<file path="src/rtl/ex_mem_stage.sv">
// ---------------------------------------------------------------------------
// ex_mem_stage
//   Execute-side operand select plus the EX/MEM pipeline register.
//   The forwarding unit supplies the operand selects and the load-use stall;
//   this block picks the ALU operands, captures the EX result/control into
//   the MEM stage, injects bubbles on stall or flush, and keeps a saturating
//   count of stall cycles for performance monitoring.
//
// Ports
//   clk, rst         clock (rising edge) and asynchronous active-high reset
//   stall, flush     load-use stall / branch-taken flush of the EX instruction
//   ALUsel1/2        operand selects: 0 rf, 1 MEM result, 2 WB result, 3 rf
//   rf_data1/2       EX operands from the ID/EX register
//   wb_fwd_data      value being written back in WB
//   alu_result       ALU output for the current EX instruction
//   ex_opcode/dst/wb EX instruction control
//   alu_op1/2        selected ALU operands (combinational)
//   mem_*            registered MEM-stage instruction state
//   stall_count      saturating count of stall cycles
// ---------------------------------------------------------------------------
module ex_mem_stage #(
    parameter int DATA_W = 16,
    parameter int REG_W  = 3,
    parameter int OP_W   = 4,
    parameter int CNT_W  = 16
) (
    input  logic              clk,
    input  logic              rst,
    input  logic              stall,
    input  logic              flush,
    input  logic [1:0]        ALUsel1,
    input  logic [1:0]        ALUsel2,
    input  logic [DATA_W-1:0] rf_data1,
    input  logic [DATA_W-1:0] rf_data2,
    input  logic [DATA_W-1:0] wb_fwd_data,
    input  logic [DATA_W-1:0] alu_result,
    input  logic [OP_W-1:0]   ex_opcode,
    input  logic [REG_W-1:0]  ex_dst,
    input  logic              ex_wb,
    output logic [DATA_W-1:0] alu_op1,
    output logic [DATA_W-1:0] alu_op2,
    output logic [OP_W-1:0]   mem_opcode,
    output logic [REG_W-1:0]  mem_dst,
    output logic              mem_wb,
    output logic              mem_valid,
    output logic [DATA_W-1:0] mem_alu_result,
    output logic [DATA_W-1:0] mem_store_data,
    output logic [CNT_W-1:0]  stall_count
);

    typedef enum logic [1:0] {
        SEL_RF  = 2'd0,
        SEL_MEM = 2'd1,
        SEL_WB  = 2'd2,
        SEL_RF3 = 2'd3
    } fwd_sel_e;

    localparam logic [CNT_W-1:0] CNT_MAX = '1;

    // Forwarding mux: MEM forwarding taps this stage's own result register.
    function automatic logic [DATA_W-1:0] fwd_pick(
        input logic [1:0]        sel,
        input logic [DATA_W-1:0] rf_val,
        input logic [DATA_W-1:0] mem_val,
        input logic [DATA_W-1:0] wb_val
    );
        case (fwd_sel_e'(sel))
            SEL_MEM: return mem_val;
            SEL_WB:  return wb_val;
            default: return rf_val;
        endcase
    endfunction

    // NOTE: every always_comb output gets a value on every path (here via the
    // function's default arm), otherwise synthesis infers a latch.
    always_comb begin
        alu_op1 = fwd_pick(ALUsel1, rf_data1, mem_alu_result, wb_fwd_data);
        alu_op2 = fwd_pick(ALUsel2, rf_data2, mem_alu_result, wb_fwd_data);
    end

    logic bubble;
    assign bubble = flush | stall;

    // NOTE: sequential state uses non-blocking assignments so every register
    // samples pre-edge values; blocking here would create ordering races.
    always_ff @(posedge clk or posedge rst) begin
        if (rst) begin
            mem_opcode     <= '0;
            mem_dst        <= '0;
            mem_wb         <= 1'b0;
            mem_valid      <= 1'b0;
            mem_alu_result <= '0;
            mem_store_data <= '0;
        end else if (bubble) begin
            // Flush outranks stall, but both insert the same bubble; the
            // instruction already in MEM still moves on to WB.
            mem_opcode     <= '0;
            mem_dst        <= '0;
            mem_wb         <= 1'b0;
            mem_valid      <= 1'b0;
            mem_alu_result <= '0;
            mem_store_data <= '0;
        end else begin
            mem_opcode     <= ex_opcode;
            mem_dst        <= ex_dst;
            mem_wb         <= ex_wb;
            mem_valid      <= (ex_opcode != '0);
            mem_alu_result <= alu_result;
            // Captured for every opcode; consumers only look at it for stores.
            mem_store_data <= alu_op2;
        end
    end

    // Counts only true load-use stalls: a flush on the same edge means the
    // stalled instruction is being discarded anyway.
    always_ff @(posedge clk or posedge rst) begin
        if (rst) begin
            stall_count <= '0;
        end else if (stall && !flush && stall_count != CNT_MAX) begin
            stall_count <= stall_count + 1'b1;
        end
    end

endmodule

</file>
<file path="config.mk">
export PLATFORM = sky130hd
export DESIGN_NAME = ex_mem_stage
export DESIGN_NICKNAME = d
export VERILOG_FILES = /design/src/rtl/ex_mem_stage.sv
export SDC_FILE = /design/constraint.sdc
export NUM_CORES = 1
export LEC_CHECK = 0
export CAP_MARGIN = 20
export CORE_MARGIN = 2
export CORE_UTILIZATION = 34
export DETAILED_ROUTE_END_ITERATION = 7
export HOLD_SLACK_MARGIN = 0.05
export PLACE_DENSITY = 0.76
export REMOVE_ABC_BUFFERS = 1
export SLEW_MARGIN = 20
export SYNTH_ARGS = -nofsm -noshare
export SYNTH_HDL_FRONTEND = slang
export SYNTH_SLANG_ARGS = --single-unit
</file>
<file path="constraint.sdc">
create_clock -name clk -period 2 [get_ports clk]
set_input_delay 0.5 -clock clk [delete_from_list [all_inputs] [get_ports clk]]
set_output_delay 0.5 -clock clk [all_outputs]
set_load 0.01 [all_outputs]
</file>
==> results.json <==
{
  "timing.fmax_mhz": 499,
  "status": "finished with violations",
  "drtAntennaViolNets": 0,
  "grt_pass1_vias": 3065,
  "hpwl_microns": 6930,
  "htreeDepth": 3,
  "drv_cap": 0,
  "gp_congestion": 0.860,
  "fin_ws_ns": -0.00313,
  "layout_commonest_cell": "clkdlybuf4s50_1",
  "synth_xor_area_share_pct": 2.83,
  "ys_top_cells_by_area": "dfrtp_1 51%, and2_1 9.0%, a22oi_1 8.6%",
  "maxSlewViolCount": 0,
  "die_area_sq_um": 8950,
  "port_buffers": 168,
  "drive_gt1_share_pct": 34.5,
  "register_area_sq_um": 1430,
  "overflow": 0,
  "start_util_pct": 34.5,
  "worstRegToRegCells": 5,
  "yosys.area.top_type": "dfrtp_1",
  "postCtsHoldBufs": 0,
  "layout_common_cells": "132 x clkdlybuf4s50_1, 57 x dfrtp_1, 40 x and2_1",
  "ys_warn_count": 0,
  "worstMarginPinSlew_ns": 0.403,
  "relSlewSlack_pct": 72.9,
  "r2r_start": "stall_count[0]",
  "r2r_end": "stall_count[1]",
  "syn_area_per_cell_sq_um": 9.89,
  "arrival_ns": 1.50,
  "grt_use_total_pct": 24.2,
  "fillers": 583,
  "yosys.area_share.simple_pct": 23.3,
  "end_kind": "output port",
  "critPathKind": "input pin to output port",
  "min_period_over_period_pct": 100,
  "antenna_found_initial": 0,
  "crit_end": "alu_op2[3]",
  "met3_usage_pct": 6.23,
  "core_area_sq_um": 8090,
  "synth.area.mux_share_pct": 1.30,
  "clk_pin_slew_ns": 0.06,
  "numCtsBuffers": 9,
  "clock-sinks": 57,
  "antennaDiodeCount": 0,
  "violations": "negative setup slack",
  "root_buffer": "clkbuf_8",
  "p_leak_uw": 0.00238,
  "crit_path_start_kind": "input pin",
  "clkLatencyLatePin_ns": 0.33,
  "cp-startpoint": "ALUsel2[1]",
  "num_rows": 33,
  "ys_types": 35,
  "syn_area_sq_um": 2790,
  "cts_tree": "yes",
  "cts_max_path_buffers": 2,
  "pin_count": 169,
  "grt_max_degree": 58,
  "fin_skew_ns": 0.0126,
  "met1_usage_pct": 26.8,
  "wl_per_cell_microns": 19.1,
  "fp.dieW_microns": 94.6,
  "busiest_layer": "met2",
  "vdd_drop_max_uv": 650,
  "grt_first_pass_wirelength_microns": 16400,
  "crit_required_ns": 1.50,
  "cp_max_fo": 6,
  "vias": 3018,
  "drt-pass1-iter-count": 4,
  "ys_seq_area_share_pct": 51.1,
  "multi_input_area_sq_um": 1660,
  "synth_top_family_by_area": "simple AND/OR/NAND/NOR gates",
  "grt_use_met2_pct": 43.9,
  "total_power_uw": 3700,
  "areaGrowthSynthToFinish_pct": 98.1,
  "ys_ff_latch": 57,
  "remaining_drc_errors": 0,
  "dp_worst_setup_slack_ns": -0.870,
  "fin_nets": 565,
  "wl_microns": 11200,
  "p_per_area_nw_per_um2": 670,
  "ff2ff_setup_slack_ns": 0.27,
  "synth_cells": 282,
  "synth_compound_area_share_pct": 16.1,
  "via_per_inst": 5.12,
  "die_y_microns": 94.6,
  "drtIter0Drc": 89,
  "synth_fa_ha_area_share_pct": 2.24,
  "synth_top_area_share_pct": 51.1,
  "post-route-min-period_ns": 2.00,
  "hold_viol_final": 0,
  "holdCritPathClass": "flop to flop",
  "setup_viol": 1
}
[worst min path at each step]
stage               startpoint              end  slack [ns]  cells after the start
3_5_place_dp   stall_count[15]  stall_count[15]        0.52                      1
6_report       stall_count[10]  stall_count[10]        0.52                      1
3_3_place_gp   stall_count[10]  stall_count[10]        0.51                      1
5_1_grt        stall_count[15]  stall_count[15]        0.55                      1
2_1_floorplan  stall_count[10]  stall_count[10]        0.54                      1
4_1_cts        stall_count[10]  stall_count[10]        0.53                      1
[synthesized netlist by cell type (all sizes together)]
library cell / n
nand4: 7
a21oi: 1
o21ai: 33
dfrtp: 57
inv: 5
nand4b: 1
and4bb: 1
xnor2: 2
clkbuf: 18
nor2: 6
o311ai: 1
nand2: 38
mux2i: 1
a22oi: 32
and2: 40
o31ai: 1
xor2: 7
mux2: 2
ha: 5
nor4: 6
nor2b: 1
nand2b: 3
and3b: 1
a41oi: 1
nand3: 4
o21a: 2
nor3: 4
and3: 2
[layout make-up]
type | instances | area share, %
Clock buffer | 13 | 3.24
Multi-Input combinational cell | 202 | 30.1
Inverter | 5 | 0.340
Timing Repair Buffer | 205 | 37.5
Sequential cell | 57 | 25.8
Clock inverter | 2 | 0.634
Tap cell | 105 | 2.38
[report_power, final]
part	switching (uW)	internal [uW]	total (uW)
Clock	470	703	1170
Sequential	113	1240	1350
Combinational	513	663	1180
Total	1100	2610	3700
[metal layers]
metal	vias up	wire, microns
met5	-	0
met4	0	345
met3	33	878
met2	138	5880
met1	1456	4120
li1	1391	-
[through the flow]
step,hold WS [ns],util [%],setup TNS (ns),cells,cell area [sq um]
global placement,0.507,59.6,-25.54,563,4820
detailed placement,0.515,59.6,-26.30,563,4820
global route,0.551,68.3,-0.0728,589,5530
CTS,0.526,66.3,0,588,5370
finish,0.522,68.3,-0.00313,589,5530
floorplan,0.540,-,-0.0772,264,2720
[sequential cells by signal (all words and copies together), names as in the netlist]
register        flops
mem_valid           1
mem_opcode          4
mem_store_data     16
stall_count        16
mem_wb              1
mem_dst             3
mem_alu_result     16
[what timing repair did]
action	4_1_cts	5_1_grt
cloned	5	1
hold endpoints to repair	0	0
pin swaps	26	8
gates resized for setup	234	35
setup buffers	5	1
setup endpoints to repair	32	22
[critical path: stages]
cell and delay, ns:
buf_2 0.12, ha_4 0.28, buf_6 0.13, clkbuf_16 0.16, nand2_1 0.08, o21ai_2 0.07, buf_2 0.15
[cells by family after synthesis]
family,Yosys count
buf+inv,23
mux,3
xor+xnor,9
compound gates,71
flops,57
simple gates,114
fa+ha+maj,5
No activity file was read; power rests on OpenSTA's default activity.
